===== config.mk =====
export PLATFORM = sky130hd
export DESIGN_NAME = sequenciador_de_instrucoes
export DESIGN_NICKNAME = d
export VERILOG_FILES = /design/src/rtl/sequenciador_de_instrucoes.sv
export SDC_FILE = /design/constraint.sdc
export NUM_CORES = 1
export LEC_CHECK = 0
export CELL_PAD_IN_SITES_DETAIL_PLACEMENT = 1
export CELL_PAD_IN_SITES_GLOBAL_PLACEMENT = 1
export CORE_MARGIN = 2
export CORE_UTILIZATION = 30
export CTS_BUF_LIST = sky130_fd_sc_hd__clkbuf_16
export CTS_CLUSTER_SIZE = 12
export DETAILED_ROUTE_END_ITERATION = 16
export PLACE_DENSITY_LB_ADDON = 0.25
export SLEW_MARGIN = 0
export SYNTH_ARGS = -nofsm -noshare
export SYNTH_HDL_FRONTEND = slang
export SYNTH_SLANG_ARGS = --single-unit

===== constraint.sdc =====
create_clock -name clock -period 2.4 [get_ports clock]
set_input_delay 0.6 -clock clock [delete_from_list [all_inputs] [get_ports clock]]
set_output_delay 0.6 -clock clock [all_outputs]
set_load 0.01 [all_outputs]

===== src/rtl/sequenciador_de_instrucoes.sv =====
// Instruction FIFO plus T0..T3 step sequencer feeding logica_de_controle.
// Optional build macro STEP_DEBUG_EN adds a single-step input that gates every FSM transition.
module sequenciador_de_instrucoes #(
  parameter int DEPTH = 4,
  parameter int IW    = 9
) (
  input  logic                         clock,
  input  logic                         resetn,
  input  logic [IW-1:0]                iin,
  input  logic                         iin_valid,
`ifdef STEP_DEBUG_EN
  input  logic                         step,
`endif
  output logic                         iin_ready,
  output logic [1:0]                   counter,
  output logic [IW-1:0]                instr,
  output logic                         busy,
  output logic                         done,
  output logic [$clog2(DEPTH+1)-1:0]   fifo_count
);

  // state | meaning
  // IDLE  | T0: pop the FIFO head into instr when one is available
  // T1    | decode; ALU ops go to T2, OUT/LDI/REP to T3, undefined opcodes finish here
  // T2    | ALU execute step
  // T3    | final step; done pulses, always returns through IDLE
  typedef enum logic [1:0] {
    S_IDLE = 2'b00,
    S_T1   = 2'b01,
    S_T2   = 2'b10,
    S_T3   = 2'b11
  } state_t;

  localparam int AW = $clog2(DEPTH);
  localparam int CW = $clog2(DEPTH+1);

  state_t          state, state_nxt;
  logic [IW-1:0]   mem [DEPTH];
  logic [AW-1:0]   wr_ptr, rd_ptr;
  logic [CW-1:0]   cnt;
  logic            push, pop, adv, full, empty;
  logic [2:0]      opcode;
  logic            op_alu, op_undef;

`ifdef STEP_DEBUG_EN
  assign adv = step;
`else
  assign adv = 1'b1;
`endif

  assign full      = (cnt == CW'(DEPTH));
  assign empty     = (cnt == '0);
  assign iin_ready = !full;
  // ready depends on full only, so a simultaneous pop never frees a slot for the same edge
  assign push      = iin_valid && !full;
  assign pop       = adv && (state == S_IDLE) && !empty;

  assign opcode   = instr[IW-1:IW-3];
  assign op_alu   = (opcode == 3'b000) || (opcode == 3'b001) || (opcode == 3'b010);
  assign op_undef = (opcode == 3'b011) || (opcode == 3'b110);

  assign counter    = state;
  assign busy       = (state != S_IDLE);
  assign fifo_count = cnt;

  always_ff @(posedge clock) begin
    if (push) mem[wr_ptr] <= iin;
  end

  always_ff @(posedge clock or negedge resetn) begin
    if (!resetn) begin
      wr_ptr <= '0;
      rd_ptr <= '0;
      cnt    <= '0;
    end else begin
      if (push) wr_ptr <= wr_ptr + 1'b1;
      if (pop)  rd_ptr <= rd_ptr + 1'b1;
      case ({push, pop})
        2'b10:   cnt <= cnt + 1'b1;
        2'b01:   cnt <= cnt - 1'b1;
        default: cnt <= cnt;
      endcase
    end
  end

  always_ff @(posedge clock or negedge resetn) begin
    if (!resetn) begin
      state <= S_IDLE;
      instr <= '0;
    end else begin
      state <= state_nxt;
      if (pop) instr <= mem[rd_ptr];
    end
  end

  always_comb begin
    state_nxt = state;
    done      = 1'b0;
    if (adv) begin
      case (state)
        S_IDLE: if (!empty) state_nxt = S_T1;
        S_T1: begin
          if (op_alu) begin
            state_nxt = S_T2;
          end else if (op_undef) begin
            state_nxt = S_IDLE;
            done      = 1'b1;
          end else begin
            state_nxt = S_T3;
          end
        end
        S_T2: state_nxt = S_T3;
        S_T3: begin
          state_nxt = S_IDLE;
          done      = 1'b1;
        end
        default: state_nxt = S_IDLE;
      endcase
    end
  end

endmodule

==> flow_summary.toml <==
[global_route]
grt_overflow = 0
grt_start_max_net_pins = 19
grt_pass1_vias = 1179
antenna_found_initial = 0
grt_pass1_wl_mm = 6.13
track_usage_pct = 10.9

[floorplan]
start_util_pct = 30.5
die_h_um = 89.1
dieWidth_um = 89.1
num_io_pins = 29
core_um2 = 7140
std_cell_rows = 31
die_area_um2 = 7940

[placed_design]
placedInstanceArea_um2 = 2590
dp.cells = 244
io_buffers = 28
hpwl_mm = 2.74
gp_congestion = 0.796

[min_path]
hp-start = "instr[2]"
hold_class = "reg2reg"
hold_depth = 1
hold_end = "instr[2]"

[timing]
period_needed_ns = 2.24
rsz0062_at_grt = "false"
max-slew-margin-rel_pct = 65.7
setup_tns_ns = 0
holdWs_ns = 0.502
setup_violations = 0
finClkSkew_ns = 0.00640
worst_pin_slew_ns = 0.514
fin_crit_sh_pct = 93.5
hold_viol = 0
maxSlewViolCount = 0
fmax_ghz = 0.446

[clocking]
tritoncts = "built"
cts_hold_buf = 0
clkSinkCount = 54
path_clk_slew_ns = 0.07
clk_latency_ns = 0.29
ctsLongestPathBuffers = 2
h-tree-depth = 2
ctsResizeCount = 0
cts_made_buffers = 5
post_cts_buffers = 0
cts-root-buf = "clkbuf_16"

[finish]
drive_above_1_share_pct = 22.2
num-nets-final = 170
nFillCells = 751
diodes = 0
final-instance-count-excl-fill = 252
final_area_um2 = 2760
area_delta_synth_final_pct = 26.8

[yosys]
synthCells = 115
ys_ff_latch = 54
ys_types = 25
synth_area_um2 = 2170
yosysWarningCount = 0
seq_area_frac_synth_pct = 70.5
synthesis.nets = 133
syn_area_per_cell_um2 = 18.9

[drt]
routed_via_density = 4.33
drt_iter0_markers = 57
postRouteAntennaNets = 0
firstDrtPassIters = 4
drc = 0
vias = 1090
wirelength_mm = 3.92
wire_per_inst_um = 15.5

[worst_setup_path]
worstPathMaxFanout = 6
reg2reg_depth = 9
crit_type = "reg2out"
slowest_delay_ns = 0.50
cp_top_family = "buffers and inverters"
rr_startpoint = "fifo_count[0]"
crit_required_ns = 1.80
crit_path_start_kind = "flip-flop"
r2r-end = "fifo_count[2]"
slowest_stage = "clkdlybuf4s50_1"
critPathBufInv = 1
reg2reg_setup_slack_ns = 0.22
arrival_ns = 1.64
critPathCaptureType = "output pin"
cp_cell_sequence = "or3b_4, clkdlybuf4s50_1"

[power]
p_sw_share_pct = 29.1
pwr-share-seq_pct = 41.8
p_total_mw = 3.62
combPwrFrac_pct = 36.1
internal_power_mw = 2.57
p_clk_share_pct = 22.2
ir_drop_uv = 369
p_leak_nw = 1.03
switchingPower_mw = 1.05
p_per_area_nw_per_um2 = 1310

[run_status]
outcome = "complete, no violations"

[flow_run]
cap_violations = 0
## stage by stage
stage | util [%] | setup slack (ns)
2_1_floorplan | - | 0.275
3_3_place_gp | 36.3 | 0.109
3_5_place_dp | 36.3 | 0.0594
4_1_cts | 38.6 | 0.137
5_1_grt | 38.6 | 0.0672
6_report | 38.6 | 0.157
## cell families after synthesis
family                   share of synthesized area (%)
adder cells (fa/ha/maj)                           3.80
buffers and inverters                             2.59
AND/OR/NAND/NOR                                   4.03
XOR/XNOR                                          2.82
multiplexers                                      15.7
AO/OA/AOI/OAI                                    0.633
flip-flops                                        70.5
## how the worst max path moves through the flow
stage	from	endpoint	slack, ns	depth (start not counted)
finish	fifo_count[0]	iin_ready	0.16	2
global route	fifo_count[0]	fifo_count[2]	0.07	9
CTS	instr[8]	done	0.14	4
detailed placement	iin_valid	fifo_count[2]	0.06	9
global placement	iin_valid	fifo_count[2]	0.11	9
floorplan	fifo_count[0]	fifo_count[2]	0.28	9
## synthesized netlist by cell type
| master | n | area [um^2] |
|---|---|---|
| edfxtp_1 | 36 | 1080 |
| dfrtp_1 | 18 | 450 |
| mux2_2 | 10 | 113 |
| mux4_2 | 9 | 203 |
| inv_1 | 8 | 30.0 |
| ha_1 | 5 | 62.6 |
| and3_1 | 4 | 25.0 |
| xnor2_1 | 4 | 35.0 |
| xor2_1 | 3 | 26.3 |
| buf_6 | 2 | 22.5 |
| nor2_1 | 2 | 7.51 |
| a21oi_1 | 1 | 5.00 |
| a2bb2oi_1 | 1 | 8.76 |
| and2_4 | 1 | 8.76 |
| clkbuf_1 | 1 | 3.75 |
| fa_1 | 1 | 20.0 |
| mux2_4 | 1 | 15.0 |
| mux2i_1 | 1 | 10.0 |
| nand2_1 | 1 | 3.75 |
| nand2b_1 | 1 | 6.26 |
| nand3_1 | 1 | 5.00 |
| nand3b_1 | 1 | 7.51 |
| nor2b_1 | 1 | 6.26 |
| or3_1 | 1 | 6.26 |
| or3b_4 | 1 | 11.3 |
## routing by layer
metal	track usage (%)	wire, um
met4	6.11	95
met3	2.31	83
met1	12.4	1620
met2	18.9	2120
met5	0	0
## power groups by stage
| stage | Clock (mW) | Sequential, mW | Combinational [mW] |
|---|---|---|---|
| 2_1_floorplan | 0 | 1.50 | 0.831 |
| 3_3_place_gp | 0 | 1.51 | 1.30 |
| 3_5_place_dp | 0 | 1.54 | 1.34 |
| 4_1_cts | 0.823 | 1.52 | 1.35 |
| 5_1_grt | 0.852 | 1.55 | 1.45 |
| 6_report | 0.803 | 1.51 | 1.31 |
## flip-flops by register name, summed over array words and instances, names as in the netlist, named ones only
register and count:
instr 9, rd_ptr 2, mem 36, fifo_count 3
wr_ptr 2, counter 1
## area by class of cell
cell class	count	area (um^2)	share of cell area [%]
flip-flops and latches	54	1530	55.6
multi-input cells	50	586	21.2
clock inverters	3	42.5	1.54
repair buffers	33	318	11.5
well taps	99	124	4.49
clock buffers	5	125	4.54
inverters	8	30.0	1.09
## cell usage in the layout (no fill, tap or decap), types with 2 or more instances in the layout
master,count
clkbuf_16,5
and3_1,4
inv_1,9
mux2_2,10
ha_1,5
clkdlybuf4s50_1,28
buf_4,5
dfrtp_1,18
xor2_1,3
xnor2_1,4
nor2_1,2
mux4_2,9
edfxtp_1,36
Power figures use the tool's default switching activity.
